[src/rtl/wb_pkg.sv]
// Shared encodings for the write-back controller: data-mux selects, FSM states,
// and the ALU starvation threshold used when WB_STARVE_GUARD_EN is defined.
package wb_pkg;

    typedef enum logic [1:0] {
        SEL_ALU = 2'b00,
        SEL_MEM = 2'b01,
        SEL_PC  = 2'b10
    } wb_sel_e;

    typedef enum logic [1:0] {
        ST_IDLE  = 2'b00,
        ST_WRITE = 2'b01,
        ST_STALL = 2'b10
    } wb_state_e;

    localparam int unsigned STARVE_CNT_W = 3;
    localparam logic [STARVE_CNT_W-1:0] STARVE_THRESH = 3'd4;

endpackage

[src/rtl/wb_arbiter.sv]
// Fixed-priority select mem > link > alu; with WB_STARVE_GUARD_EN an ALU request
// left waiting STARVE_THRESH consecutive cycles overrides every other source.
module wb_arbiter
    import wb_pkg::*;
(
`ifdef WB_STARVE_GUARD_EN
    input  logic    clk_i,
    input  logic    rst_i,
    input  logic    grant_en_i,
`endif
    input  logic    alu_vld_i,
    input  logic    mem_vld_i,
    input  logic    link_vld_i,
    output logic    alu_win_o,
    output logic    mem_win_o,
    output logic    link_win_o,
    output wb_sel_e sel_o
);

    logic starve;

`ifdef WB_STARVE_GUARD_EN
    logic [STARVE_CNT_W-1:0] starve_cnt_q;
    logic [STARVE_CNT_W-1:0] starve_cnt_d;

    // Counts only real losses: cycles where ALU is pending but not actually granted.
    always_comb begin
        starve_cnt_d = starve_cnt_q;
        if (!alu_vld_i || (grant_en_i && alu_win_o)) begin
            starve_cnt_d = '0;
        end else if (starve_cnt_q != '1) begin
            starve_cnt_d = starve_cnt_q + 1'b1;
        end
    end

    always_ff @(posedge clk_i) begin
        if (rst_i) begin
            starve_cnt_q <= '0;
        end else begin
            starve_cnt_q <= starve_cnt_d;
        end
    end

    assign starve = (starve_cnt_q >= STARVE_THRESH);
`else
    assign starve = 1'b0;
`endif

    always_comb begin
        alu_win_o  = 1'b0;
        mem_win_o  = 1'b0;
        link_win_o = 1'b0;
        sel_o      = SEL_ALU;
        if (starve && alu_vld_i) begin
            alu_win_o = 1'b1;
            sel_o     = SEL_ALU;
        end else if (mem_vld_i) begin
            mem_win_o = 1'b1;
            sel_o     = SEL_MEM;
        end else if (link_vld_i) begin
            link_win_o = 1'b1;
            sel_o      = SEL_PC;
        end else if (alu_vld_i) begin
            alu_win_o = 1'b1;
            sel_o     = SEL_ALU;
        end
    end

endmodule

[src/rtl/writeback_ctrl.sv]
// Write-back arbiter/FSM: one grant per cycle, registered mux select/address/enable one cycle later.
// Optional ALU starvation guard compiled in with WB_STARVE_GUARD_EN.
module writeback_ctrl
    import wb_pkg::*;
(
    input  logic       clk,
    input  logic       rst,
    input  logic       alu_valid,
    input  logic [4:0] alu_rd,
    output logic       alu_ready,
    input  logic       mem_valid,
    input  logic [4:0] mem_rd,
    output logic       mem_ready,
    input  logic       link_valid,
    input  logic [4:0] link_rd,
    output logic       link_ready,
    input  logic       wb_stall,
    output logic [1:0] PCMemReg,
    output logic       reg_we,
    output logic [4:0] wr_addr,
    output logic       busy
);

    wb_state_e  state_q;
    logic       reg_we_q;
    wb_sel_e    sel_q;
    logic [4:0] addr_q;

    logic       grant_en;
    logic       any_grant;
    logic       alu_win;
    logic       mem_win;
    logic       link_win;
    wb_sel_e    win_sel;
    logic [4:0] win_rd;

    // The cycle after a stall releases is still spent in STALL, so no grant there.
    assign grant_en = !rst && !wb_stall && (state_q != ST_STALL);

    wb_arbiter u_arbiter (
`ifdef WB_STARVE_GUARD_EN
        .clk_i      (clk),
        .rst_i      (rst),
        .grant_en_i (grant_en),
`endif
        .alu_vld_i  (alu_valid),
        .mem_vld_i  (mem_valid),
        .link_vld_i (link_valid),
        .alu_win_o  (alu_win),
        .mem_win_o  (mem_win),
        .link_win_o (link_win),
        .sel_o      (win_sel)
    );

    assign alu_ready  = grant_en && alu_win;
    assign mem_ready  = grant_en && mem_win;
    assign link_ready = grant_en && link_win;
    assign any_grant  = alu_ready || mem_ready || link_ready;

    always_comb begin
        case (win_sel)
            SEL_MEM: win_rd = mem_rd;
            SEL_PC:  win_rd = link_rd;
            default: win_rd = alu_rd;
        endcase
    end

    assign busy = (alu_valid && !alu_ready) || (mem_valid && !mem_ready) ||
                  (link_valid && !link_ready);

    always_ff @(posedge clk) begin
        if (rst) begin
            state_q  <= ST_IDLE;
            reg_we_q <= 1'b0;
            sel_q    <= SEL_ALU;
            addr_q   <= '0;
        end else if (wb_stall) begin
            state_q  <= ST_STALL;
            reg_we_q <= 1'b0;
        end else begin
            case (state_q)
                ST_STALL: begin
                    state_q  <= ST_IDLE;
                    reg_we_q <= 1'b0;
                end
                default: begin
                    if (any_grant) begin
                        state_q  <= ST_WRITE;
                        // x0 is hardwired: accept the request but suppress the write.
                        reg_we_q <= (win_rd != 5'd0);
                        sel_q    <= win_sel;
                        addr_q   <= win_rd;
                    end else begin
                        state_q  <= ST_IDLE;
                        reg_we_q <= 1'b0;
                    end
                end
            endcase
        end
    end

    assign PCMemReg = sel_q;
    assign reg_we   = reg_we_q;
    assign wr_addr  = addr_q;

endmodule

[config.mk]
export PLATFORM = sky130hd
export DESIGN_NAME = writeback_ctrl
export DESIGN_NICKNAME = d
export VERILOG_FILES = /design/src/rtl/wb_pkg.sv /design/src/rtl/wb_arbiter.sv /design/src/rtl/writeback_ctrl.sv
export SDC_FILE = /design/constraint.sdc
export NUM_CORES = 1
export LEC_CHECK = 0
export BUFFER_PORTS_ARGS = -buffer_cell sky130_fd_sc_hd__buf_2
export CORE_MARGIN = 2
export CORE_UTILIZATION = 30
export DETAILED_ROUTE_END_ITERATION = 10
export PLACE_DENSITY = 0.66
export SYNTH_ARGS = -nofsm -noshare
export SYNTH_HDL_FRONTEND = slang
export SYNTH_SLANG_ARGS = --single-unit
[constraint.sdc]
create_clock -name clk -period 1.2 [get_ports clk]
set_input_delay 0.24 -clock clk [delete_from_list [all_inputs] [get_ports clk]]
set_output_delay 0.24 -clock clk [all_outputs]
set_load 0.05 [all_outputs]
# == Word-level counts from Yosys, hierarchy flattened ==
# Cells that the tools add are included.
# word_totals
reg_bits,10
inputBits,21
output_inout_bits,12
elab_cells,45
# op_classes
eq_ne,4
mux,12
n_bitwise,3
reduce_logical,21
# op_table
operator,count
$pmux 5 s2,1
$logic_and 1x1->1,8
$mux 1,8
$mux 2,3
$logic_not 1->1,5
$reduce_bool 5->1,1
$eq 2x2->1 const B,2
$logic_or 1x1->1,4
$reduce_or 4->1,1
$not 1->1,3
$reduce_and 3->1,1
$reduce_or 3->1,1
$eq 2x1->1 const B,1
$ne 2x2->1 const B,1

# == Logic depth before layout (Yosys ltp) ==
# Gate-level depths: netlist (run 1).
# logic_depth
ltp_word,9
depth_mapped,6
ltp_nobuf,4

# == Hierarchy ==
# From an unflattened synthesis (run 1), not the netlist that was laid out.
# hier_totals
cells_unflattened,66
area_unflattened_um2,583.1
# modules_own_cells
mod,instances,cells_per_inst,area_each_um2,seq_area_each_um2
writeback_ctrl,1,61,541.8,200.2
wb_arbiter,1,5,41.3,0.0

# == Least setup slack after synthesis (run 1) ==
# OpenSTA, ideal clock, no wires.
# synth_path
path_type,flip-flop to output port
from,register state_q[1]
to,output alu_ready
arrival_time_ns,2.212
required_ns,0.960
slack_ns,-1.252
path_stages_with_launch,4
n_path_buf,0
path_cell_list,dfxtp_1 > or2b_2 > nand2_1 > nor4b_1
# synth_via
elab_chain_cells,3
# synth_lines
item,line_no,rtl
start: declaration,writeback_ctrl.sv:24,wb_state_e state_q;
start signal: assignment,writeback_ctrl.sv:73,state_q <= ST_IDLE;
start signal: assignment,writeback_ctrl.sv:78,state_q <= ST_STALL;
start signal: assignment,writeback_ctrl.sv:83,state_q <= ST_IDLE;
$ne 2x2->1,writeback_ctrl.sv:38,assign grant_en = !rst && !wb_stall && (state_q != ST_STALL);
$logic_and 1x1->1,writeback_ctrl.sv:38,
$logic_and 1x1->1,writeback_ctrl.sv:55,assign alu_ready = grant_en && alu_win;
end: declaration,writeback_ctrl.sv:10,"output logic alu_ready,"
# No other way between the ends.

# == Worst setup path after layout (run 1) ==
# layout_path
from,register state_q[1]
to,output busy
# layout_via
elab_chain_cells,7
word_cells_on_any_way,13
classes_between,1 x eq/ne; 12 x reduce/logical
# layout_lines
item,line_no,rtl
$ne 2x2->1 (*),writeback_ctrl.sv:38,
$logic_and 1x1->1 (*),writeback_ctrl.sv:38,
"$logic_and 1x1->1, on equally long branches","writeback_ctrl.sv:55, writeback_ctrl.sv:56",
$logic_not 1->1,writeback_ctrl.sv:68,assign busy = (alu_valid && !alu_ready) || (mem_valid && !mem_ready) ||
$logic_and 1x1->1,writeback_ctrl.sv:68,
$logic_or 1x1->1,writeback_ctrl.sv:68,
$logic_or 1x1->1 (*),writeback_ctrl.sv:68,
end: declaration,writeback_ctrl.sv:21,output logic busy
# Mark *: on every way between the ends. The rest lies on a longest branch, timed or not.

==> results by group, run 1 <==
Synthesis
  • Syn Inst Count: 54
  • Mapped Avg Cell Area: roughly 9.8 sq um
  • Post-synthesis sequential area ratio: between 30% and 40%
  • Unique cell type count in the Yosys netlist: 23
  • Syn Std Cell Area: roughly 530 sq um
  • Net count after synthesis: 75
  • Synth Warn #: 0
  • Register bit total from synthesis: 10

Floorplan
  • Initial Util: between 30% and 40%
  • Core area: between 0.0015 and 0.002 sq mm
  • Die height: about 46 um
  • Die ar.: about 0.0021 sq mm
  • Rows: 15
  • Top Ports: 33
  • Die Wd: 46 um

STA
  • Final setup fails: 5
  • Rel. slew slack: slightly above 80%
  • Fmax: between 500 and 600 MHz
  • Final Hold Vio Count: 0
  • Min Tclk post-route: approximately 1.7 ns
  • Unrepaired setup endpoints after global routing: true
  • Clock skew: 0.00150 ns
  • Crit share post-route: 140%
  • Final worst slack: -0.486 ns
  • Max Slew Vio Count: 0
  • WHS: between 0.2 and 0.25 ns
  • Worst Tran Pin Value: around 0.26 ns

Detailed routing
  • Drt pass-1 iters: 3
  • Via density: around 4.7
  • Initial DRC count: 2
  • DR vias: roughly 550
  • Wire per inst: approximately 11 um
  • Final wirelength: roughly 1.2 mm
  • Drt drc: 0
  • DRT antenna net count: 0

Setup path
  • Crit path kind: flip-flop to output port
  • Critical Path Source Type: flip-flop
  • Data required time of the worst path: roughly 0.96 ns
  • WP data arrival: 1.45 ns
  • Worst reg2reg path depth: 6
  • Worst-path maximum fanout: 4
  • CP endpoint kind: output port

Place
  • Post-placement cell area: roughly 810 sq um
  • GPL Wtd Cong: between 0.6 and 0.7
  • Port buffer count: 32
  • DP HPWL: 1.08 mm
  • Placed Cells incl. Taps: roughly 110

GRT
  • Initial antenna violation count: 0
  • Largest net degree at the start of global routing: 13
  • Overall routing resource usage: approximately 15%
  • Vias in the first global route: 543
  • Total grt overflow: 0
  • First-pass GRT wire length: roughly 2.2 mm

Cells and area
  • Area grow syn2layout: 66.0%
  • Fillers: 163
  • Layout Nets: about 120
  • Post-route cell area: just under 900 sq um
  • Fraction of layout cells with a size suffix above 1: about three fifths
  • Fin cells: roughly 120
  • ANT cells: 0

CTS
  • Inserted Clock Buffers: 3
  • Worst skew pair latency: about 0.25 ns
  • CTS Hold Buffers Added: 0
  • CTS tree: built
  • Clock Path Buffers: 2
  • CTS Root Cell: clkbuf_4
  • Total clock sinks: 10
  • Reg clk slew, reported paths: approximately 0.06 ns
  • Post-CTS setup buffer count: 0
  • Max H-tree Level: 1

Job
  • Max-cap viol count: 0

Outcome
  • Status: finished, violations left
  • Failing checks: setup timing

Worst hold path
  • Worst hold stages: 2
  • Worst hold path type: input pin to flip-flop

Pwr
  • Static leakage: roughly 0.45 nW
  • Peak supply drop: roughly 590 uV
  • P per Cell Area: 998 mW/mm^2
==> cell families (layout without fill, tap and decap cells) <==
kind of cell,Yosys count,count (layout),share of synthesized area [%]
multiplexers,8,8,15.8
adder cells (fa/ha/maj),1,1,1.89
flip-flops,10,10,37.8
AO/OA/AOI/OAI,12,12,13.2
buffers and inverters,5,49,7.80
AND/OR/NAND/NOR,18,18,23.4
==> metrics by stage <==
| stage | util (%) | total power, W | TNS, ns | worst slack, ns |
|---|---|---|---|---|
| final | 52.0 | 0.000877 | -1.46 | -0.486 |
| after global routing | 52.0 | 0.000937 | -1.84 | -0.550 |
| after CTS | 51.6 | 0.000884 | -1.50 | -0.510 |
| after detailed placement | 48.2 | 0.000656 | -2.17 | -0.348 |
| after global placement | 48.2 | 0.000653 | -2.08 | -0.339 |
| after floorplan | - | 0.000563 | -0.595 | -0.215 |
==> routing by layer <==
layer | vias up | GRT usage, % | part of all wire (%)
met2 | 16 | 24.7 | 51
met1 | 243 | 16.0 | 42
met3 | 4 | 6.35 | 5.6
met5 | - | 0 | 0
li1 | 283 | - | -
met4 | 0 | 4.57 | 1.5
==> worst max-delay path, stage by stage (launching register included) <==
cell     delay, ns
dfxtp_1       0.29
or2b_4        0.20
nand2_4       0.06
maj3_2        0.30
o21a_4        0.20
buf_8         0.14
==> power by group <==
group	leakage [nW]	switching [W]	internal, W
Combinational	0.355	0.000170	0.000125
Clock	0.0138	0.000101	0.000115
Sequential	0.0824	0.00000964	0.000355
==> synth_stat cells <==
cell type   n  area (sq um)
a21o_1      2          15.0
a21oi_1     2          10.0
a31oi_1     2          12.5
and3_1      1          6.26
buf_6       3          33.8
dfxtp_1    10           200
inv_1       2          7.51
maj3_1      1          10.0
mux2_2      3          33.8
mux2i_1     5          50.1
nand2_1     1          3.75
nand3_2     1          10.0
nand3b_1    5          37.5
nor2_1      3          11.3
nor2_2      1          6.26
nor2b_1     1          6.26
nor3b_1     1          7.51
nor4b_1     1          8.76
o21a_1      1          7.51
o21ai_0     5          25.0
or2b_2      1          8.76
or3_1       1          6.26
or3_4       1          11.3
==> path summary, 6_finish.rpt <==
path                                  from                  endpoint  slack (ns)
setup reg to reg     state_q[1]$_SDFF_PP0_  PCMemReg[1]$_SDFFE_PP0P_       -0.02
setup / recovery     state_q[1]$_SDFF_PP0_                      busy       -0.49
hold / removal                    wb_stall     state_q[1]$_SDFF_PP0_        0.25
hold reg to reg   PCMemReg[0]$_SDFFE_PP0P_  PCMemReg[0]$_SDFFE_PP0P_        0.47
==> state kept, by name, summed over array words and instances, names as in the netlist <==
| signal | flops |
|---|---|
| reg_we | 1 |
| state_q | 2 |
| wr_addr | 5 |
| PCMemReg | 2 |
==> layout by cell type (no fill, tap or decap) <==
cell / instances
buf_6: 3
buf_2: 28
nand3_4: 1
or3_4: 1
a31oi_1: 2
nor4b_4: 1
nand2_4: 1
nand3b_1: 5
o21ai_0: 5
nor2_1: 2
a21o_1: 2
buf_4: 12
mux2_2: 3
nor2_2: 1
clkbuf_4: 3
or3_1: 1
or2b_4: 1
o21a_4: 1
inv_1: 2
nor3b_4: 1
buf_8: 1
mux2i_1: 5
nor2_4: 1
maj3_2: 1
and3_1: 1
nor2b_1: 1
dfxtp_1: 10
a21oi_1: 2
==> cell type report <==
type | count | area, sq um | share of cell area, %
clock buffers | 3 | 22.5 | 2.56
inverters | 2 | 7.51 | 0.855
multi-input cells | 39 | 348 | 39.6
flip-flops and latches | 10 | 200 | 22.8
well taps | 17 | 21.3 | 2.42
repair buffers | 44 | 279 | 31.8
==> timing repair <==
action / in CTS / in global routing
gates resized for setup: 10 / 1
hold endpoints to repair: 0 / 0
endpoints found under the setup margin: 5 / 10
pin swaps: 2 / 2
No activity file was read; power rests on OpenSTA's default activity.
==> run 2: changes to the inputs <==
--- a/config.mk
+++ b/config.mk
@@ -5,11 +5,13 @@
 export SDC_FILE = /design/constraint.sdc
 export NUM_CORES = 1
 export LEC_CHECK = 0
-export BUFFER_PORTS_ARGS = -buffer_cell sky130_fd_sc_hd__buf_2
+export BUFFER_PORTS_ARGS = -buffer_cell sky130_fd_sc_hd__clkbuf_2
+export CELL_PAD_IN_SITES_DETAIL_PLACEMENT = 0
+export CELL_PAD_IN_SITES_GLOBAL_PLACEMENT = 1
 export CORE_MARGIN = 2
-export CORE_UTILIZATION = 30
+export CORE_UTILIZATION = 25
 export DETAILED_ROUTE_END_ITERATION = 10
-export PLACE_DENSITY = 0.66
+export PLACE_DENSITY = 0.75
 export SYNTH_ARGS = -nofsm -noshare
 export SYNTH_HDL_FRONTEND = slang
 export SYNTH_SLANG_ARGS = --single-unit
==> run 2 against run 1 <==
Effect of this change:
- sequential cell count stayed put
- die area is 18% higher
- core utilization is 4.8 points lower
- largest power group unchanged
- clock skew is 0.0013 ns lower
- the flow still finishes with violations (setup timing)
- hold slack worse by 0.015 ns
- global-route usage is 2.7 points lower
- final area is 6.6% higher
- via count is 0.73% higher
==> results by group, run 2 (same netlist as run 1, synthesis figures left out) <==
Floorplan
  • Core area: 0.00198 sq mm (+17%)
  • Die height: 50.0 um (+8.7%)
  • Initial Util: 26.7% (-4.6 points)
  • Die Wd: 50.0 um (+8.7%)
  • Rows: 16 (+1)
  • Die ar.: 0.00250 sq mm (+18%)
  • Top Ports: 33 (unchanged)

Setup path
  • Critical Path Source Type: flip-flop
  • CP endpoint kind: output port
  • CP startpoint: state_q[1]$_SDFF_PP0_
  • WP data arrival: 1.48 ns (+0.03 ns)
  • Data required time of the worst path: 0.96 ns (about the same)
  • Critical path's largest stage delay: 0.30 ns (about the same)
  • Worst R2R Setup Slack: -0.04 ns (-0.02 ns)
  • CP max-delay cell: maj3_2
  • Crit-path cells: or2b_4, nand2_4, maj3_2, o21a_4, clkbuf_16
  • FF-to-FF Start: state_q[1]$_SDFF_PP0_
  • Crit path kind: flip-flop to output port
  • Worst-path maximum fanout: 4 (unchanged)
  • Worst reg2reg path depth: 7 (+1)
  • Reg2reg end: PCMemReg[0]$_SDFFE_PP0P_
  • End point of the critical path: busy

Outcome
  • Failing checks: setup timing
  • Status: finished, violations left

Cells and area
  • Layout Nets: 122 (+0.83%)
  • Fraction of layout cells with a size suffix above 1: 62.0% (+0.78 points)
  • ANT cells: 0 (unchanged)
  • Final core utilization: 47.2% (-4.8 points)
  • Most frequent cells in the layout: 28 x clkbuf_2, 12 x buf_4, 10 x dfxtp_1
  • Commonest non-fill, non-tap cell in the layout: clkbuf_2
  • Max reg flops: 5 (unchanged)
  • Area grow syn2layout: 76.8%
  • Post-route cell area: 936 sq um (+6.6%)
  • Fillers: 191 (+17%)

STA
  • Clock skew: 0.000243 ns (-0.00126 ns)
  • Crit share post-route: 143% (+2.6 points)
  • Final worst slack: -0.517 ns (-0.0312 ns)
  • Final setup fails: 6 (+1)
  • Rel. slew slack: 81.3% (-1.4 points)
  • Min Tclk post-route: 1.72 ns (+0.0312 ns)
  • Worst Tran Pin Value: 0.281 ns (+0.0206 ns)
  • Fmax: 582 MHz (-1.8%)
  • Final Hold Vio Count: 0 (unchanged)
  • Unrepaired setup endpoints after global routing: true
  • Max Slew Vio Count: 0 (unchanged)

GRT
  • Overall routing resource usage: 11.8% (-2.7 points)
  • Largest net degree at the start of global routing: 13 (unchanged)
  • First-pass GRT wire length: 2.27 mm (+4.5%)
  • Initial antenna violation count: 0 (unchanged)
  • Vias in the first global route: 530 (-2.4%)
  • Total grt overflow: 0 (unchanged)

Detailed routing
  • Drt pass-1 iters: 3 (unchanged)
  • Initial DRC count: 3 (+1)
  • DRT antenna net count: 0 (unchanged)
  • DR vias: 550 (+0.73%)
  • Drt drc: 0 (unchanged)
  • Wire per inst: 10.4 um (-3.6%)
  • Via density: 4.33 (-8.8%)
  • Final wirelength: 1.33 mm (+6.4%)

CTS
  • CTS Root Cell: clkbuf_4
  • Total clock sinks: 10 (unchanged)
  • Clock Path Buffers: 2 (unchanged)
  • Reg clk slew, reported paths: 0.07 ns (about the same)
  • Worst skew pair latency: 0.26 ns (about the same)
  • Inserted Clock Buffers: 3 (unchanged)
  • Max H-tree Level: 1 (unchanged)
  • CTS tree: built

Place
  • Post-placement cell area: 827 sq um (+1.5%)
  • Port buffer count: 32 (unchanged)
  • GPL Wtd Cong: 0.628 (-8.8%)
  • DP HPWL: 1.08 mm (about the same)

Pwr
  • Peak supply drop: 443 uV (-25%)
  • Internal power: 0.000673 W (+13%)
  • P per Cell Area: 1040 mW/mm^2 (+4.3%)
  • Switching share of power: 30.9% (-1.1 points)
  • NetSw: 0.000301 W (+7.3%)
  • Seq pwr share: 37.6% (-4.0 points)
  • Combinational Power Share: 31.6% (-2.1 points)
  • Clock power share: 30.8% (+6.1 points)
  • PnR Total Power: 0.000975 W (+11%)
  • Static leakage: 0.472 nW (+4.6%)

Job
  • Max-cap viol count: 0 (unchanged)

Worst hold path
  • Worst hold path type: input pin to flip-flop
run 2: cell count changes in the layout (fill, tap and decap cells not counted):
cell,change
buf_2,-28
buf_6,-2
buf_8,+1
clkbuf_16,+1
clkbuf_2,+28
clkbuf_8,+2
run 2: how the worst min path moves through the flow:
stage                     cells after the start                       end                      from  slack [ns]
after detailed placement                      1  PCMemReg[0]$_SDFFE_PP0P_  PCMemReg[0]$_SDFFE_PP0P_        0.45
after floorplan                               1     state_q[1]$_SDFF_PP0_                       rst        0.31
final                                         2     state_q[1]$_SDFF_PP0_                  wb_stall        0.23
after global placement                        1  PCMemReg[0]$_SDFFE_PP0P_  PCMemReg[0]$_SDFFE_PP0P_        0.43
after global routing                          2     state_q[1]$_SDFF_PP0_                  wb_stall        0.25
after CTS                                     2     state_q[1]$_SDFF_PP0_                  wb_stall        0.23
run 2: layout make-up:
type	instances	area (sq um)	share of cell area, %
inverter	2	7.51	0.802
tap	27	33.8	3.61
sequential	10	200	21.4
timing repair buffer	45	310	33.2
clock buffer	4	36.3	3.88
multi-input combinational	39	348	37.2
run 2: metal layers:
| metal | global-route usage, % | vias up | part of all wire [%] |
|---|---|---|---|
| met5 | 0 | - | 0 |
| met4 | 5.56 | 0 | 0 |
| met3 | 2.42 | 0 | 4.3 |
| met2 | 19.7 | 19 | 49 |
| met1 | 14.3 | 248 | 47 |
| li1 | - | 283 | - |
run 2: per-stage QoR:
step | TNS [ns] | setup slack [ns] | hold slack, ns | std cells
detailed placement | -2.64 | -0.351 | 0.447 | 122
CTS | -1.71 | -0.538 | 0.232 | 126
floorplan | -0.595 | -0.215 | 0.312 | 54
global placement | -2.45 | -0.338 | 0.433 | 122
global route | -2.15 | -0.565 | 0.254 | 127
finish | -1.74 | -0.517 | 0.233 | 127
run 2: critical path, delay by kind of cell (launching register included):
| family | cells | cell delay, ns |
|---|---|---|
| AOI/OAI and AO/OA | 1 | 0.20 |
| buffers and inverters | 1 | 0.16 |
| and+or+nand+nor | 2 | 0.26 |
| adders and majority gates | 1 | 0.30 |
| DFF | 1 | 0.29 |
run 2: power by group through the flow:
| stage | sequential (W) | clock, W | combinational, W |
|---|---|---|---|
| 2_1_floorplan | 0.000440 | 0 | 0.000123 |
| 5_1_grt | 0.000369 | 0.000315 | 0.000333 |
| 4_1_cts | 0.000367 | 0.000304 | 0.000302 |
| 6_report | 0.000366 | 0.000301 | 0.000308 |
| 3_3_place_gp | 0.000373 | 0 | 0.000282 |
| 3_5_place_dp | 0.000374 | 0 | 0.000285 |
run 2: what timing repair did:
| item | 4_1_cts | 5_1_grt |
|---|---|---|
| hold buffers | 0 | 0 |
| gates resized for setup | 10 | 4 |
| pin swaps | 2 | 1 |
| setup buffers | 0 | 1 |
| setup endpoints to repair | 5 | 11 |
==> run 3: changes to the inputs <==
--- a/config.mk
+++ b/config.mk
@@ -9,9 +9,10 @@
 export CELL_PAD_IN_SITES_DETAIL_PLACEMENT = 0
 export CELL_PAD_IN_SITES_GLOBAL_PLACEMENT = 1
 export CORE_MARGIN = 2
-export CORE_UTILIZATION = 25
+export CORE_UTILIZATION = 28
 export DETAILED_ROUTE_END_ITERATION = 10
-export PLACE_DENSITY = 0.75
+export HOLD_SLACK_MARGIN = 0.03
+export PLACE_DENSITY = 0.79
 export SYNTH_ARGS = -nofsm -noshare
 export SYNTH_HDL_FRONTEND = slang
 export SYNTH_SLANG_ARGS = --single-unit
==> constraint.sdc (replaced) <==
create_clock -name clk -period 1.8 [get_ports clk]
set_input_delay 0.36 -clock clk [delete_from_list [all_inputs] [get_ports clk]]
set_output_delay 0.36 -clock clk [all_outputs]
set_load 0.05 [all_outputs]
==> run 3 against run 2 <==
Effect of this change:
- the run still ends with setup timing left
- sequential share of layout area rose by 2.8 points
- total power fell by 36%
- via count fell by 7.1%
- clock power fell by 33%
- hold slack improved by 0.11 ns
- non-clock buffer count fell by 8
- sequential power fell by 33%
- die area fell by 9.9%
- clock skew rose by 0.0038 ns
- final area fell by 12%
- count of clock-buffer cells in the layout did not move
- cell count fell by 7.9%
==> results by group, run 3 (same netlist as run 1, synthesis figures left out) <==
Worst hold path
  • Worst hold path type: input pin to flip-flop
  • Worst hold stages: 2 (unchanged)

GRT
  • Overall routing resource usage: 12.7% (+0.89 points)
  • M1 GR Usage: 14.0% (-0.29 points)
  • Met2 Usage GRT: 21.9% (+2.2 points)
  • Initial antenna violation count: 0 (unchanged)
  • Total grt overflow: 0 (unchanged)
  • First-pass GRT wire length: 1.97 mm (-13%)
  • Grt peak-use layer: met2
  • Vias in the first global route: 492 (-7.2%)
  • Largest net degree at the start of global routing: 13 (unchanged)
  • Grt met3 use: 6.04% (+3.6 points)

Setup path
  • CP Depth: 5 (unchanged)
  • Crit path kind: flip-flop to output port
  • Cell family with most CP delay: flip-flops
  • Worst-path maximum fanout: 3 (-1)
  • Buf/Inv on CP: 1 (unchanged)
  • Worst reg2reg path depth: 5 (-2)
  • Critical path's largest stage delay: 0.30 ns (about the same)
  • Critical Path Source Type: flip-flop
  • Crit-path cells: or2b_4, nand2_4, maj3_2, o21a_1, buf_8
  • WP data arrival: 1.46 ns (-0.02 ns)
  • CP endpoint kind: output port
  • CP max-delay cell: dfxtp_1
  • Data required time of the worst path: 1.44 ns (+0.48 ns)

STA
  • Final Hold Vio Count: 0 (unchanged)
  • Rel. slew slack: 81.1% (-0.23 points)
  • Final setup fails: 1 (-5)
  • Unrepaired setup endpoints after global routing: true
  • Worst Tran Pin Value: 0.285 ns (+0.00352 ns)
  • Fmax: between 500 and 600 MHz
  • WHS: 0.346 ns (+0.113 ns)
  • Clock skew: 0.00409 ns (+0.00385 ns)
  • Min Tclk post-route: between 1.5 and 2 ns
  • Crit share post-route: 101%
  • Final worst slack: -0.0208 ns (+0.496 ns)
  • Max Slew Vio Count: 0 (unchanged)
  • Setup TNS: -0.0208 ns (+1.72 ns)

Pwr
  • Peak supply drop: 471 uV (+6.3%)
  • P per Cell Area: 755 mW/mm^2 (-28%)
  • Static leakage: 0.421 nW (-11%)

Cells and area
  • Area grow syn2layout: 56.3%
  • ANT cells: 0 (unchanged)
  • Max reg flops: 5 (unchanged)
  • Multi-input logic area: 325 sq um (-6.5%)
  • Post-route cell area: 827 sq um (-12%)
  • Fillers: 187 (-2.1%)
  • Fraction of layout cells with a size suffix above 1: 56.5% (-5.5 points)
  • Most frequent cells in the layout: 28 x clkbuf_2, 10 x dfxtp_1
  • Register Area: 200 sq um (unchanged)
  • Layout Nets: 114 (-6.6%)
  • Commonest non-fill, non-tap cell in the layout: clkbuf_2

Detailed routing
  • DRT antenna net count: 0 (unchanged)
  • Drt pass-1 iters: 2 (-1)
  • DR vias: 511 (-7.1%)
  • Initial DRC count: 2 (-1)
  • Drt drc: 0 (unchanged)
  • Wire per inst: 10.9 um (+4.6%)
  • Via density: 4.37 (+0.85%)
  • Final wirelength: 1.28 mm (-3.6%)

CTS
  • CTS Root Cell: clkbuf_4
  • Total clock sinks: 10 (unchanged)
  • Inserted Clock Buffers: 3 (unchanged)
  • CTS tree: built
  • Reg clk slew, reported paths: 0.06 ns (about the same)
  • Worst skew pair latency: 0.27 ns (about the same)
  • Max H-tree Level: 1 (unchanged)
  • Clock Path Buffers: 2 (unchanged)
  • CTS Hold Buffers Added: 0 (unchanged)

Floorplan
  • Core area: 0.00175 sq mm (-12%)
  • Die ar.: 0.00225 sq mm (-9.9%)
  • Die Wd: 47.5 um (-5.1%)
  • Initial Util: 30.3% (+3.6 points)
  • Die height: 47.5 um (-5.1%)
  • Top Ports: 33 (unchanged)
  • Rows: 15 (-1)

Job
  • Max-cap viol count: 0 (unchanged)

Outcome
  • Failing checks: setup timing
  • Status: finished, violations left

Place
  • Post-placement cell area: 728 sq um (-12%)
  • GPL Wtd Cong: 0.663 (+5.4%)
  • Pre-CTS WS: 0.0166 ns (+0.368 ns)
  • DP HPWL: 995 um (-8.0%)
  • Port buffer count: 32 (unchanged)
==> run 3: through the flow <==
stage | total power, W | cells | util (%)
floorplan | 0.000365 | 54 | -
global placement | 0.000412 | 112 | 41.7
detailed placement | 0.000413 | 112 | 41.7
CTS | 0.000629 | 117 | 47.2
global route | 0.000658 | 117 | 47.4
finish | 0.000624 | 117 | 47.4
==> run 3: final timing paths <==
path / slack [ns] / from / endpoint
worst max-delay path: -0.02 / state_q[1]$_SDFF_PP0_ / busy
worst min-delay path: 0.35 / wb_stall / state_q[1]$_SDFF_PP0_
worst max register to register: 0.66 / state_q[1]$_SDFF_PP0_ / wr_addr[1]$_SDFFE_PP0P_
worst min register to register: 0.46 / PCMemReg[1]$_SDFFE_PP0P_ / PCMemReg[1]$_SDFFE_PP0P_
==> run 3: final cells by class <==
type	count	area share, %
timing repair buffer	37	27.4
clock buffer	4	4.39
multi-input combinational	39	39.3
inverter	2	0.908
tap	25	3.78
sequential	10	24.2
==> run 3: per-layer routing <==
metal  vias to the layer above  wire length, um
met5                         -                0
li1                        269                -
met3                         2               96
met1                       225              555
met4                         0                4
met2                        15              622
==> run 3: report_power, final <==
| part | switching (W) | internal, W |
|---|---|---|
| sequential | 0.00000674 | 0.000237 |
| combinational | 0.000109 | 0.0000696 |
| clock | 0.0000789 | 0.000123 |
| total | 0.000195 | 0.000429 |
==> run 3: timing repair <==
| action | 4_1_cts | 5_1_grt |
|---|---|---|
| setup buffers | 1 | 0 |
| resized for setup | 12 | 3 |
| pin swaps | 3 | 2 |
| hold endpoints to repair | 0 | 0 |
| setup endpoints to repair | 4 | 4 |
